--- src/rtl/stab_sweep_ctrl_if.sv ---
// rtl/stab_sweep_ctrl_if.sv - stimulus and measurement handshake between sweep controller and analyser front end
interface stab_sweep_ctrl_if #(
  parameter int FW = 16,
  parameter int MW = 24
);
  logic [FW-1:0] freq_code;
  logic          stim_en;
  logic          meas_req;
  logic          meas_ack;
  logic [MW-1:0] in_mag;
  logic [MW-1:0] out_mag;

  modport master (
    output freq_code, stim_en, meas_req,
    input  meas_ack, in_mag, out_mag
  );

  modport slave (
    input  freq_code, stim_en, meas_req,
    output meas_ack, in_mag, out_mag
  );
endinterface

--- src/rtl/stab_sweep_ctrl.sv ---
// rtl/stab_sweep_ctrl.sv - loop-gain sweep sequencer: steps frequency, settles, measures, flags unity crossover
module stab_sweep_ctrl #(
  parameter int FW      = 16,
  parameter int MW      = 24,
  parameter int F_START = 100,
  parameter int F_STOP  = 1000,
  parameter int F_STEP  = 100,
  parameter int SETTLE  = 32
) (
  input  logic              clk,
  input  logic              rst_n,
  input  logic              start,
  output logic              busy,
  output logic              done,
  output logic              xover_found,
  output logic [FW-1:0]     xover_code,
  output logic [15:0]       point_cnt,
  stab_sweep_ctrl_if.master meas
);

  localparam int            CW        = $clog2(SETTLE + 1);
  localparam logic [CW-1:0] LP_SETTLE = CW'(SETTLE);
  localparam logic [FW-1:0] LP_START  = FW'(F_START);
  localparam logic [FW:0]   LP_STEP   = (FW+1)'(F_STEP);
  localparam logic [FW:0]   LP_STOP   = (FW+1)'(F_STOP);

  typedef enum logic [2:0] {
    S_IDLE,
    S_SETTLE,
    S_MEASURE,
    S_EVAL,
    S_DONE
  } state_t;

  state_t        r_state;
  state_t        w_state_nxt;
  logic [CW-1:0] r_settle;
  logic [FW-1:0] r_freq;
  logic          r_stim_en;
  logic          r_busy;
  logic          r_prev_ge;
  logic          r_xover_found;
  logic [FW-1:0] r_xover_code;
  logic [15:0]   r_point_cnt;
  logic [MW-1:0] r_in_cap;
  logic [MW-1:0] r_out_cap;

  logic          w_ge;
  logic [FW:0]   w_sum;
  logic          w_has_next;
  logic          w_meas_req;
  logic          w_done;

  // Sum is one bit wider so a step past the top of the code range reads as "no next point".
  assign w_ge       = (r_out_cap >= r_in_cap);
  assign w_sum      = {1'b0, r_freq} + LP_STEP;
  assign w_has_next = (w_sum <= LP_STOP);

  always_ff @(posedge clk) begin
    if (!rst_n) begin
      r_state <= S_IDLE;
    end else begin
      r_state <= w_state_nxt;
    end
  end

  always_comb begin
    w_state_nxt = r_state;
    w_meas_req  = 1'b0;
    w_done      = 1'b0;
    unique case (r_state)
      S_IDLE: begin
        if (start) w_state_nxt = S_SETTLE;
      end
      S_SETTLE: begin
        if (r_settle == CW'(1)) w_state_nxt = S_MEASURE;
      end
      S_MEASURE: begin
        w_meas_req = 1'b1;
        if (meas.meas_ack) w_state_nxt = S_EVAL;
      end
      S_EVAL: begin
        w_state_nxt = w_has_next ? S_SETTLE : S_DONE;
      end
      S_DONE: begin
        w_done      = 1'b1;
        w_state_nxt = S_IDLE;
      end
      default: w_state_nxt = S_IDLE;
    endcase
  end

  always_ff @(posedge clk) begin
    if (!rst_n) begin
      r_settle      <= '0;
      r_freq        <= '0;
      r_stim_en     <= 1'b0;
      r_busy        <= 1'b0;
      r_prev_ge     <= 1'b0;
      r_xover_found <= 1'b0;
      r_xover_code  <= '0;
      r_point_cnt   <= '0;
      r_in_cap      <= '0;
      r_out_cap     <= '0;
    end else begin
      unique case (r_state)
        S_IDLE: begin
          if (start) begin
            r_freq        <= LP_START;
            r_stim_en     <= 1'b1;
            r_busy        <= 1'b1;
            r_settle      <= LP_SETTLE;
            r_xover_found <= 1'b0;
            r_xover_code  <= '0;
            r_point_cnt   <= '0;
            r_prev_ge     <= 1'b0;
          end
        end
        S_SETTLE: begin
          r_settle <= r_settle - CW'(1);
        end
        S_MEASURE: begin
          if (meas.meas_ack) begin
            r_in_cap    <= meas.in_mag;
            r_out_cap   <= meas.out_mag;
            r_point_cnt <= r_point_cnt + 16'd1;
          end
        end
        S_EVAL: begin
          // Only the first falling transition through unity gain is reported.
          if (r_prev_ge && !w_ge && !r_xover_found) begin
            r_xover_found <= 1'b1;
            r_xover_code  <= r_freq;
          end
          r_prev_ge <= w_ge;
          if (w_has_next) begin
            r_freq   <= w_sum[FW-1:0];
            r_settle <= LP_SETTLE;
          end
        end
        S_DONE: begin
          r_stim_en <= 1'b0;
          r_busy    <= 1'b0;
        end
        default: ;
      endcase
    end
  end

  assign busy          = r_busy;
  assign done          = w_done;
  assign xover_found   = r_xover_found;
  assign xover_code    = r_xover_code;
  assign point_cnt     = r_point_cnt;
  assign meas.freq_code = r_freq;
  assign meas.stim_en   = r_stim_en;
  assign meas.meas_req  = w_meas_req;

endmodule

--- src/flat_wrapper.sv ---
// flat-port wrapper written by rule: the top's interface ports become plain ports
module stab_sweep_ctrl_flat 
#(
  parameter int FW      = 16,
  parameter int MW      = 24,
  parameter int F_START = 100,
  parameter int F_STOP  = 1000,
  parameter int F_STEP  = 100,
  parameter int SETTLE  = 32
)
  (clk, rst_n, start, busy, done, xover_found, xover_code, point_cnt, meas_freq_code, meas_stim_en, meas_meas_req, meas_meas_ack, meas_in_mag, meas_out_mag);
  stab_sweep_ctrl_if #(.FW(FW), .MW(MW)) meas_i ();
  input  logic clk;
  input  logic rst_n;
  input  logic start;
  output logic busy;
  output logic done;
  output logic xover_found;
  output logic [FW-1:0] xover_code;
  output logic [15:0] point_cnt;
  output wire logic [$bits(meas_i.freq_code)-1:0] meas_freq_code;
  output wire logic [$bits(meas_i.stim_en)-1:0] meas_stim_en;
  output wire logic [$bits(meas_i.meas_req)-1:0] meas_meas_req;
  input wire logic [$bits(meas_i.meas_ack)-1:0] meas_meas_ack;
  input wire logic [$bits(meas_i.in_mag)-1:0] meas_in_mag;
  input wire logic [$bits(meas_i.out_mag)-1:0] meas_out_mag;
  assign meas_freq_code = meas_i.freq_code;
  assign meas_stim_en = meas_i.stim_en;
  assign meas_meas_req = meas_i.meas_req;
  assign meas_i.meas_ack = meas_meas_ack;
  assign meas_i.in_mag = meas_in_mag;
  assign meas_i.out_mag = meas_out_mag;
  stab_sweep_ctrl #(.FW(FW), .MW(MW), .F_START(F_START), .F_STOP(F_STOP), .F_STEP(F_STEP), .SETTLE(SETTLE)) u_core (.clk(clk), .rst_n(rst_n), .start(start), .busy(busy), .done(done), .xover_found(xover_found), .xover_code(xover_code), .point_cnt(point_cnt), .meas(meas_i));
endmodule
--- config.mk ---
export PLATFORM = sky130hd
export DESIGN_NAME = stab_sweep_ctrl_flat
export DESIGN_NICKNAME = d
export VERILOG_FILES = /design/src/rtl/stab_sweep_ctrl_if.sv /design/src/rtl/stab_sweep_ctrl.sv /design/src/flat_wrapper.sv
export SDC_FILE = /design/constraint.sdc
export NUM_CORES = 1
export LEC_CHECK = 0
export BUFFER_PORTS_ARGS = -buffer_cell sky130_fd_sc_hd__buf_2
export CORE_MARGIN = 2
export CORE_UTILIZATION = 57
export DETAILED_ROUTE_END_ITERATION = 12
export PLACE_DENSITY_LB_ADDON = 0.12
export SETUP_SLACK_MARGIN = 0.4
export SLEW_MARGIN = 20
export SYNTH_ARGS = -nofsm -noshare
export SYNTH_HDL_FRONTEND = slang
export SYNTH_SLANG_ARGS = --single-unit
--- constraint.sdc ---
create_clock -name clk -period 5.2 [get_ports clk]
set_input_delay 1.04 -clock clk [delete_from_list [all_inputs] [get_ports clk]]
set_output_delay 1.04 -clock clk [all_outputs]
set_load 0.02 [all_outputs]
==> Word level (Yosys, flattened, before mapping) <==
Index checks and enable logic that the tools add are counted.
{ "totals": {"register_bits": 108, "input_bits": 52, "output_inout_bits": 53} }
{ "classes": {"add_sub_neg": 3, "magnitude_cmp": 2, "n_eq_ne": 10, "muxes": 24, "reduce_logical": 17} }
{ "ops": {"columns": ["cell", "n"], "rows": [
  ["$pmux W16 S2", 3],
  ["$mux W16", 5],
  ["$ge A24 B24 Y1", 1],
  ["$pmux W6 S3", 1],
  ["$add A16 B7 Y17 const B", 1],
  ["$le A17 B10 Y1 const B", 1],
  ["$add A16 B1 Y16 const B", 1],
  ["$reduce_and A3 Y1", 5],
  ["$mux W3", 4],
  ["$mux W6", 2],
  ["$pmux W3 S4", 1],
  ["$eq A3 B2 Y1 const B", 2],
  ["$eq A6 B1 Y1 const B", 1],
  ["$ne A2 B1 Y1 const B", 3],
  ["$pmux W1 S2", 3],
  ["$reduce_and A2 Y1", 3],
  ["$reduce_bool A2 Y1", 3],
  ["$sub A6 B1 Y6 const B", 1],
  ["$mux W1", 5],
  ["$ne A2 B2 Y1 const B", 2],
  ["$eq A3 B1 Y1 const B", 1],
  ["$eq A3 B3 Y1 const B", 1],
  ["$logic_not A3 Y1", 1],
  ["$reduce_bool A3 Y1", 1],
  ["other kinds (2)", 4]
]} }

==> Logic depth before layout (Yosys ltp) <==
Gate-level depths: netlist (run 1).
{ "logic_depth": {"word_depth": 6, "depth_mapped": 10, "mapped_depth_nobuf": 9} }

==> Least setup slack after synthesis (run 1) <==
No wires, ideal clock.
{ "synth_path": {"path_type": "flip-flop to flip-flop", "from": "register u_core.r_state[0]", "to": "register u_core.r_point_cnt[14], in the netlist u_core.point_cnt[14]", "arrival_ns": 2.360, "required_time_ns": 5.072, "path_slack_ns": 2.712, "stages_incl_launch_ff": 10, "period_less_slack_ns": 2.488, "path_cell_list": "dfxtp_1 -> clkbuf_1 -> nor3b_1 -> and2_1 -> buf_2 -> nor2_1 -> nor4_1 -> nand3_1 -> xor2_1 -> nor2_1"} }
{ "synth_via": {"elab_chain_len": 3} }
{ "synth_lines": {"columns": ["item", "line", "text"], "rows": [
  ["start, declared", "stab_sweep_ctrl.sv:35", "state_t r_state;"],
  ["start signal, assigned", "stab_sweep_ctrl.sv:63", "r_state <= w_state_nxt;"],
  ["$eq A3 B2 Y1 or $logic_not A3 Y1 (tied branches)", "stab_sweep_ctrl.sv:106", "unique case (r_state)"],
  ["$ne A2 B2 Y1 (no line) or $reduce_bool A2 Y1 (tied branches)", null, null],
  ["$reduce_and A3 Y1 (no line)", null, null],
  ["end signal, assigned", "stab_sweep_ctrl.sv:126", "r_point_cnt <= r_point_cnt + 16'd1;"],
  ["end, declared", "stab_sweep_ctrl.sv:44", "logic [15:0] r_point_cnt;"]
]} }
Several ways; a longest one is shown, not always the timed one.
A chain may end at the register's enable or synchronous reset.

==> Worst setup path in the final report (run 1) <==
{ "layout_path": {"from": "register u_core.r_state[1]", "to": "register u_core.r_point_cnt[12], in the netlist u_core.point_cnt[12]"} }
Same word-level chain as after synthesis.

==> impl_results.html, run 1 <==
<table>
<tr><th>Metric</th><th>Value</th></tr>
<tr><th colspan="2">Die</th></tr>
<tr><td>Die width</td><td>96.7 um</td></tr>
<tr><td>Row Count</td><td>33</td></tr>
<tr><td>Die Y-Extent</td><td>96.7 um</td></tr>
<tr><td>Core region area</td><td>0.00826 mm^2</td></tr>
<tr><td>Total I/O pin count</td><td>105</td></tr>
<tr><td>Initial Util</td><td>59.3%</td></tr>
<tr><td>Die area</td><td>0.00934 mm^2</td></tr>
<tr><th colspan="2">Placement</th></tr>
<tr><td>DP HPWL</td><td>7600 um</td></tr>
<tr><td>Global placement routability congestion</td><td>0.887</td></tr>
<tr><td>Worst slack, placed</td><td>1.86 ns</td></tr>
<tr><td>PortBufs</td><td>100</td></tr>
<tr><th colspan="2">STA</th></tr>
<tr><td>Summed negative setup slack over all endpoints</td><td>0 ns</td></tr>
<tr><td>Share of the cycle needed by the critical path after routing</td><td>60.9%</td></tr>
<tr><td>Final period demand of the worst path</td><td>3.17 ns</td></tr>
<tr><td>Count of final setup violators</td><td>0</td></tr>
<tr><td>Count of final hold-check violations</td><td>0</td></tr>
<tr><td>Worst Max-Slew Pin Slew</td><td>0.912 ns</td></tr>
<tr><td>Max Clock Skew</td><td>0.0110 ns</td></tr>
<tr><td>Maximum clock rate</td><td>316 MHz</td></tr>
<tr><td>PnR worst setup slack</td><td>2.03 ns</td></tr>
<tr><td>Max transition margin</td><td>39.2%</td></tr>
<tr><td>Pins Over Slew Limit</td><td>0</td></tr>
<tr><td>RSZ-0062 raised after global routing</td><td>no</td></tr>
<tr><th colspan="2">Drt</th></tr>
<tr><td>Iter 0 DRT Violations</td><td>203</td></tr>
<tr><td>Final wirelength</td><td>11000 um</td></tr>
<tr><td>Total number of vias</td><td>4478</td></tr>
<tr><td>Vias per inst</td><td>5.59</td></tr>
<tr><td>Remaining antenna violation count after routing</td><td>0</td></tr>
<tr><td>Post-route DRC violation count</td><td>0</td></tr>
<tr><td>Mean routed wirelength per cell</td><td>13.7 um</td></tr>
<tr><td>First-pass iteration count of the detailed router</td><td>5</td></tr>
<tr><th colspan="2">Critical path</th></tr>
<tr><td>Worst path required time</td><td>5.45 ns</td></tr>
<tr><td>Number of cells on the worst reg-to-reg path</td><td>7</td></tr>
<tr><td>Data arrival at the endpoint of the critical path</td><td>3.42 ns</td></tr>
<tr><td>Flop2flop setup slack</td><td>2.03 ns</td></tr>
<tr><td>Critical Setup Path Class</td><td>flip-flop to flip-flop</td></tr>
<tr><td>Critical Path End Type</td><td>flip-flop</td></tr>
<tr><td>R2R Path End</td><td>u_core.point_cnt[12]</td></tr>
<tr><td>Type of origin of the critical path</td><td>flip-flop</td></tr>
<tr><td>Crit Path Max Fanout</td><td>52</td></tr>
<tr><td>Reg2Reg Launch Point</td><td>u_core.r_state[1]</td></tr>
<tr><th colspan="2">Clocking</th></tr>
<tr><td>CTS tree</td><td>built</td></tr>
<tr><td>Source-to-sink clock delay at the later pin of the worst-skew pair</td><td>0.37 ns</td></tr>
<tr><td># Post-CTS Setup Buffers</td><td>0</td></tr>
<tr><td>Register clock-pin slew on the reported worst setup and hold paths</td><td>0.10 ns</td></tr>
<tr><td>H-tree lvl count</td><td>3</td></tr>
<tr><td>Clk Tree Root Cell</td><td>sky130_fd_sc_hd__clkbuf_8</td></tr>
<tr><td>Buffers from clock root to sink, at most</td><td>2</td></tr>
<tr><td>Number of buffers created by CTS</td><td>9</td></tr>
<tr><td>Count of cells resized by post-cts repair</td><td>0</td></tr>
<tr><td>Number of sinks driven by the clock tree</td><td>104</td></tr>
<tr><td>Cts hold-fix bufs</td><td>0</td></tr>
<tr><th colspan="2">Logic synthesis</th></tr>
<tr><td>Post-synthesis area per instance</td><td>7.92 um^2</td></tr>
<tr><td>Combinational family with the most area after synthesis</td><td>simple AND/OR/NAND/NOR gates</td></tr>
<tr><td>Yosys warning count</td><td>0</td></tr>
<tr><td>Number of enable flip-flop cells after synthesis</td><td>0</td></tr>
<tr><td>Fraction of the mapped netlist area in compound gates</td><td>17.8%</td></tr>
<tr><td>Number of cells produced by synthesis</td><td>618</td></tr>
<tr><td>Count of unique library cells instantiated by Yosys</td><td>55</td></tr>
<tr><td>Post-synthesis mux area share</td><td>0.639%</td></tr>
<tr><td>Post-synthesis instance area</td><td>0.00489 mm^2</td></tr>
<tr><td>Fraction of synthesis flops using an asynchronous set or reset pin</td><td>0%</td></tr>
<tr><td>Part of the Yosys area used for sequential elements</td><td>42.5%</td></tr>
<tr><td>Count of state elements after synthesis</td><td>104</td></tr>
<tr><td>Share of the synthesized netlist area taken by xor and xnor gates</td><td>2.33%</td></tr>
<tr><td>Post-synthesis simple-gate area fraction</td><td>22.7%</td></tr>
<tr><td>Primary flip-flop cell chosen by synthesis mapping</td><td>sky130_fd_sc_hd__dfxtp_1</td></tr>
<tr><td>Share of synthesized cell area in full adder, half adder and majority cells</td><td>7.41%</td></tr>
<tr><th colspan="2">Power</th></tr>
<tr><td>PD cells</td><td>255 mW/mm^2</td></tr>
<tr><td>Power, Total</td><td>1410 uW</td></tr>
<tr><td>Worst vdd ir</td><td>0.146 mV</td></tr>
<tr><td>Leakage power</td><td>0.00221 uW</td></tr>
<tr><th colspan="2">Global route</th></tr>
<tr><td>Global-route track usage on met2</td><td>40.2%</td></tr>
<tr><td>Global route overflow</td><td>0</td></tr>
<tr><td>Via count of the first global-routing pass</td><td>4222</td></tr>
<tr><td>Global-route track usage on met3</td><td>5.56%</td></tr>
<tr><td>Layer with the highest usage</td><td>met2</td></tr>
<tr><td>Total global routing track utilization</td><td>23.7%</td></tr>
<tr><td>Wire length of the first global-routing pass</td><td>18800 um</td></tr>
<tr><td>Pin count of the biggest net entering global routing</td><td>56</td></tr>
<tr><td>Initial antenna violation count</td><td>0</td></tr>
<tr><td>Met1 track demand over resource</td><td>30.8%</td></tr>
<tr><th colspan="2">Finish</th></tr>
<tr><td>Share of cells above drive strength 1</td><td>18.0%</td></tr>
<tr><td>Number of nets in the finished design</td><td>773</td></tr>
<tr><td>Ant diodes</td><td>0</td></tr>
<tr><td>Area overhead of the layout relative to synthesis</td><td>13.1%</td></tr>
<tr><td>Utilization of the core after routing</td><td>67.0%</td></tr>
<tr><td>Final-layout fill cell count</td><td>724</td></tr>
<tr><th colspan="2">Min path</th></tr>
<tr><td>Number of cells on the worst hold path</td><td>2</td></tr>
<tr><td>Hold path start</td><td>u_core.r_in_cap[19]</td></tr>
<tr><td>Type of the worst min-delay path</td><td>flip-flop to flip-flop</td></tr>
<tr><td>Endpoint of the worst hold-timing path</td><td>u_core.r_in_cap[19]</td></tr>
<tr><th colspan="2">Status</th></tr>
<tr><td>Status</td><td>finished clean</td></tr>
<tr><th colspan="2">Job</th></tr>
<tr><td>Count of max-cap constraint violations</td><td>0</td></tr>
</table>
area by class of cell:
cell class	count	area, um^2	share of cell area [%]
clock buffer	11	141	2.56
inverter	34	128	2.31
sequential	104	2080	37.6
clock inverter	4	30.0	0.543
tap	105	131	2.37
multi-input combinational	441	2500	45.3
timing repair buffer	102	515	9.32
critical path: stages, from the launching register on:
cell and delay (ns):
sky130_fd_sc_hd__dfxtp_1 0.56, sky130_fd_sc_hd__nor3b_1 0.36, sky130_fd_sc_hd__and2_2 0.82, sky130_fd_sc_hd__nor2_1 0.34, sky130_fd_sc_hd__nor4_1 0.58, sky130_fd_sc_hd__nand3_1 0.17
sky130_fd_sc_hd__xor2_1 0.17, sky130_fd_sc_hd__nor2_1 0.05
sequential cells by signal, indices dropped and copies added (netlist names):
signal                 cells
u_core.r_settle            6
u_core.r_in_cap           24
u_core.xover_found         1
u_core.meas.freq_code     14
u_core.xover_code         14
u_core.meas.stim_en        1
u_core.r_state             3
u_core.r_out_cap          24
u_core.point_cnt          16
u_core.r_prev_ge           1
routing by layer:
| layer | part of all wire, % | routed length, um |
|---|---|---|
| met1 | 45 | 4930 |
| met5 | 0 | 0 |
| met2 | 48 | 5260 |
| met3 | 6.0 | 659 |
| met4 | 0.99 | 108 |
logic make-up after synthesis:
family / Yosys count
other: 1
buffers and inverters: 76
adder cells (fa/ha/maj): 29
flip-flops: 104
multiplexers: 3
XOR/XNOR: 13
AND/OR/NAND/NOR: 249
AO/OA/AOI/OAI: 143
Yosys cell counts (all sizes together) (4+ instances only):
master | instances | area, um^2
inv | 34 | 128
xnor2 | 7 | 61.3
nand3b | 6 | 45.0
nor2 | 35 | 131
or4 | 4 | 30.0
buf | 12 | 77.6
nand2b | 6 | 37.5
xor2 | 6 | 52.6
a31oi | 6 | 52.6
o22ai | 10 | 62.6
o21bai | 4 | 30.0
dfxtp | 104 | 2080
o32ai | 4 | 35.0
nand2 | 144 | 541
nand3 | 15 | 75.1
clkbuf | 30 | 114
or3 | 5 | 31.3
a211oi | 4 | 30.0
nor3 | 9 | 45.0
a21oi | 79 | 399
o21ai | 20 | 100
ha | 29 | 363
nand4 | 6 | 37.5
and3 | 8 | 50.1
placed cells by master, fill, tap and decap left out, types with 3 or more instances in the layout:
cell type	instances
sky130_fd_sc_hd__a31oi_1	5
sky130_fd_sc_hd__nand4_1	6
sky130_fd_sc_hd__o21bai_1	4
sky130_fd_sc_hd__xnor2_1	7
sky130_fd_sc_hd__and3_1	8
sky130_fd_sc_hd__nand3b_1	6
sky130_fd_sc_hd__nor3_1	9
sky130_fd_sc_hd__nand2b_1	6
sky130_fd_sc_hd__nand3_1	15
sky130_fd_sc_hd__buf_2	100
sky130_fd_sc_hd__a21oi_1	78
sky130_fd_sc_hd__xor2_1	6
sky130_fd_sc_hd__nand2_1	144
sky130_fd_sc_hd__a211oi_1	4
sky130_fd_sc_hd__or4_1	4
sky130_fd_sc_hd__a21o_1	3
sky130_fd_sc_hd__o22ai_1	10
sky130_fd_sc_hd__o32ai_1	4
sky130_fd_sc_hd__o21ai_0	18
sky130_fd_sc_hd__clkbuf_8	10
sky130_fd_sc_hd__nor2_1	35
sky130_fd_sc_hd__dfxtp_1	104
sky130_fd_sc_hd__or3_1	5
sky130_fd_sc_hd__inv_1	33
sky130_fd_sc_hd__conb_1	4
sky130_fd_sc_hd__ha_1	29
where the power goes:
group          total, uW  leakage, uW  internal (uW)  switching [uW]
Sequential           824     0.000840            808            15.9
Clock                458    0.0000858            187             271
Combinational        131      0.00128           51.3            79.8
worst max path at each step:
stage / startpoint / to / slack (ns) / cells past startpoint
finish: u_core.r_state[1] / u_core.point_cnt[12] / 2.03 / 7
global route: u_core.r_state[1] / u_core.point_cnt[14] / 1.60 / 7
CTS: u_core.r_state[1] / u_core.point_cnt[12] / 2.02 / 7
detailed placement: meas_meas_ack / u_core.point_cnt[12] / 1.86 / 7
global placement: meas_meas_ack / u_core.point_cnt[12] / 1.95 / 7
floorplan: u_core.r_state[0] / u_core.point_cnt[14] / 2.71 / 9
metrics by stage:
stage,instance area [um^2],std cells,hold slack (ns)
floorplan,4900,621,0.436
global placement,5360,786,0.444
detailed placement,5360,786,0.449
CTS,5530,801,0.463
global route,5530,801,0.478
finish,5530,801,0.460
(Power assumes the default switching activity.)
==> inputs of run 2 (changes only) <==
--- a/config.mk
+++ b/config.mk
@@ -7,7 +7,7 @@
 export LEC_CHECK = 0
 export BUFFER_PORTS_ARGS = -buffer_cell sky130_fd_sc_hd__buf_2
 export CORE_MARGIN = 2
-export CORE_UTILIZATION = 57
+export CORE_UTILIZATION = 54
 export DETAILED_ROUTE_END_ITERATION = 12
 export PLACE_DENSITY_LB_ADDON = 0.12
 export SETUP_SLACK_MARGIN = 0.4
==> constraint.sdc (replaced) <==
create_clock -name clk -period 3.15 [get_ports clk]
set_input_delay 0.63 -clock clk [delete_from_list [all_inputs] [get_ports clk]]
set_output_delay 0.63 -clock clk [all_outputs]
set_load 0.02 [all_outputs]
==> run 2 against run 1 <==
  * Setup slack got worse by 1.4 ns
  * Global-route usage decreased by 1.7 points
  * Power increased by 74%
  * Largest cell class unchanged
==> impl_results.html, run 2 (synthesis results as in run 1) <==
<table>
<tr><th>Metric</th><th>Value</th></tr>
<tr><th colspan="2">Critical path</th></tr>
<tr><td>Cell chain of the critical path</td><td>inv_1, ha_1, nand2b_1, a211oi_1, o21ai_0, a221o_1, a31oi_1, a41o_2, o32ai_1</td></tr>
<tr><td>Number of cells on the worst reg-to-reg path</td><td>9</td></tr>
<tr><td>Slowest cell on the critical path</td><td>sky130_fd_sc_hd__a41o_2</td></tr>
<tr><td>Crit Path Max Fanout</td><td>14</td></tr>
<tr><td>Data arrival at the endpoint of the critical path</td><td>2.76 ns</td></tr>
<tr><td>Critical Path End Type</td><td>flip-flop</td></tr>
<tr><td>Worst path required time</td><td>3.38 ns</td></tr>
<tr><td>Largest stage delay on the critical path</td><td>0.44 ns</td></tr>
<tr><td>Critical Setup Path Class</td><td>flip-flop to flip-flop</td></tr>
<tr><td>Type of origin of the critical path</td><td>flip-flop</td></tr>
<tr><th colspan="2">Power</th></tr>
<tr><td>Worst vdd ir</td><td>0.236 mV</td></tr>
<tr><td>Clock network fraction of total power</td><td>35.8%</td></tr>
<tr><td>Internal power contribution</td><td>1830 uW</td></tr>
<tr><td>Flop pwr share</td><td>55.3%</td></tr>
<tr><td>Switching component of the power</td><td>633 uW</td></tr>
<tr><td>Combinational power share</td><td>8.9%</td></tr>
<tr><td>PD cells</td><td>437 mW/mm^2</td></tr>
<tr><td>Switching share of power</td><td>25.7%</td></tr>
<tr><td>Leakage power</td><td>0.00227 uW</td></tr>
<tr><th colspan="2">Drt</th></tr>
<tr><td>Vias per inst</td><td>5.41</td></tr>
<tr><td>Final wirelength</td><td>10800 um</td></tr>
<tr><td>Post-route DRC violation count</td><td>0</td></tr>
<tr><td>Remaining antenna violation count after routing</td><td>0</td></tr>
<tr><td>Total number of vias</td><td>4394</td></tr>
<tr><td>Mean routed wirelength per cell</td><td>13.3 um</td></tr>
<tr><td>First-pass iteration count of the detailed router</td><td>4</td></tr>
<tr><td>Iter 0 DRT Violations</td><td>160</td></tr>
<tr><th colspan="2">Finish</th></tr>
<tr><td>Utilization of the core after routing</td><td>64.3%</td></tr>
<tr><td>Share of cells above drive strength 1</td><td>19.2%</td></tr>
<tr><td>Final-layout fill cell count</td><td>797</td></tr>
<tr><td>Ant diodes</td><td>0</td></tr>
<tr><td>Sequential cell area in the final layout</td><td>0.00208 mm^2</td></tr>
<tr><td>Number of nets in the finished design</td><td>780</td></tr>
<tr><td>Most frequent cells in the layout</td><td>144 x sky130_fd_sc_hd__nand2_1, 104 x sky130_fd_sc_hd__dfxtp_1, 100 x sky130_fd_sc_hd__buf_2</td></tr>
<tr><td>Area overhead of the layout relative to synthesis</td><td>15.1%</td></tr>
<tr><td>Leading cell type in the layout, fill and taps excluded</td><td>sky130_fd_sc_hd__nand2_1</td></tr>
<tr><td>Area of the multi-input gates</td><td>0.00251 mm^2</td></tr>
<tr><th colspan="2">Global route</th></tr>
<tr><td>Total global routing track utilization</td><td>21.9%</td></tr>
<tr><td>Wire length of the first global-routing pass</td><td>18000 um</td></tr>
<tr><td>Via count of the first global-routing pass</td><td>4030</td></tr>
<tr><td>Initial antenna violation count</td><td>0</td></tr>
<tr><td>Global route overflow</td><td>0</td></tr>
<tr><td>Pin count of the biggest net entering global routing</td><td>52</td></tr>
<tr><th colspan="2">Min path</th></tr>
<tr><td>Number of cells on the worst hold path</td><td>2</td></tr>
<tr><td>Type of the worst min-delay path</td><td>flip-flop to flip-flop</td></tr>
<tr><th colspan="2">Clocking</th></tr>
<tr><td>Source-to-sink clock delay at the later pin of the worst-skew pair</td><td>0.36 ns</td></tr>
<tr><td>H-tree lvl count</td><td>3</td></tr>
<tr><td>Buffers from clock root to sink, at most</td><td>2</td></tr>
<tr><td>Number of buffers created by CTS</td><td>9</td></tr>
<tr><td>Clk Tree Root Cell</td><td>sky130_fd_sc_hd__clkbuf_8</td></tr>
<tr><td>Number of sinks driven by the clock tree</td><td>104</td></tr>
<tr><td>Cts hold-fix bufs</td><td>0</td></tr>
<tr><td>CTS tree</td><td>built</td></tr>
<tr><td>Register clock-pin slew on the reported worst setup and hold paths</td><td>0.10 ns</td></tr>
<tr><th colspan="2">Die</th></tr>
<tr><td>Die width</td><td>99.2 um</td></tr>
<tr><td>Initial Util</td><td>55.8%</td></tr>
<tr><td>Die area</td><td>0.00984 mm^2</td></tr>
<tr><td>Core region area</td><td>0.00876 mm^2</td></tr>
<tr><td>Total I/O pin count</td><td>105</td></tr>
<tr><td>Die Y-Extent</td><td>99.2 um</td></tr>
<tr><td>Row Count</td><td>34</td></tr>
<tr><th colspan="2">STA</th></tr>
<tr><td>RSZ-0062 raised after global routing</td><td>no</td></tr>
<tr><td>Max Clock Skew</td><td>0.0134 ns</td></tr>
<tr><td>Count of final hold-check violations</td><td>0</td></tr>
<tr><td>Max transition margin</td><td>47.9%</td></tr>
<tr><td>Pins Over Slew Limit</td><td>0</td></tr>
<tr><td>Share of the cycle needed by the critical path after routing</td><td>80.4%</td></tr>
<tr><td>Summed negative setup slack over all endpoints</td><td>0 ns</td></tr>
<tr><td>Maximum clock rate</td><td>395 MHz</td></tr>
<tr><td>Worst Max-Slew Pin Slew</td><td>0.780 ns</td></tr>
<tr><td>Final period demand of the worst path</td><td>2.53 ns</td></tr>
<tr><td>Count of final setup violators</td><td>0</td></tr>
<tr><th colspan="2">Placement</th></tr>
<tr><td>Global placement routability congestion</td><td>0.849</td></tr>
<tr><td>PortBufs</td><td>100</td></tr>
<tr><td>DP HPWL</td><td>7680 um</td></tr>
<tr><th colspan="2">Status</th></tr>
<tr><td>Status</td><td>finished clean</td></tr>
<tr><th colspan="2">Job</th></tr>
<tr><td>Count of max-cap constraint violations</td><td>0</td></tr>
</table>
run 2: power by group through the flow:
stage                     Sequential, uW  Combinational (uW)  Clock, uW
final                               1360                 220        879
after global routing                1360                 243        958
after CTS                           1360                 220        898
after detailed placement            1390                 219          0
after global placement              1390                 215          0
after floorplan                     1380                 155          0
run 2: critical path, delay by kind of cell (launching register included):
family                     cells  cell delay [ns]
DFF                            1             0.34
AOI/OAI and AO/OA              6             1.58
buffers and inverters          1             0.05
adders and majority gates      1             0.28
and+or+nand+nor                1             0.14
run 2: repair_timing:
| item | 4_1_cts | 5_1_grt |
|---|---|---|
| buffers inserted | 0 | 2 |
| endpoints found under the setup margin | 0 | 15 |
| resized for setup | 0 | 1 |
run 2: final timing paths:
path | start | end | slack (ns)
min | u_core.r_in_cap[7] | u_core.r_in_cap[7] | 0.46
max reg2reg | u_core.r_out_cap[0] | u_core.xover_code[2] | 0.62
max | u_core.r_out_cap[0] | u_core.xover_code[2] | 0.62
min reg2reg | u_core.r_in_cap[7] | u_core.r_in_cap[7] | 0.46
run 2: final cells by class:
type	count	share of cell area [%]
clock buffer	10	2.44
clock inverter	6	1.33
inverter	34	2.27
multi-input combinational	441	44.5
sequential	104	37.0
tap	108	2.40
timing repair buffer	109	10.1
run 2: metrics by stage:
stage | area [um^2] | setup slack [ns] | total power (uW) | hold WS, ns | std cells
floorplan | 4900 | 0.662 | 1540 | 0.436 | 621
global placement | 5400 | 0.564 | 1600 | 0.442 | 794
detailed placement | 5400 | 0.436 | 1610 | 0.448 | 794
CTS | 5620 | 0.437 | 2480 | 0.462 | 810
global route | 5630 | 0.409 | 2560 | 0.483 | 812
finish | 5630 | 0.619 | 2460 | 0.461 | 812
run 2: routing by layer:
metal	GRT usage (%)	up-vias	share of wire [%]
li1	-	2253	-
met1	29.1	2032	48
met2	36.7	92	47
met3	3.44	17	4.0
met4	6.95	0	1.4
met5	0	-	0
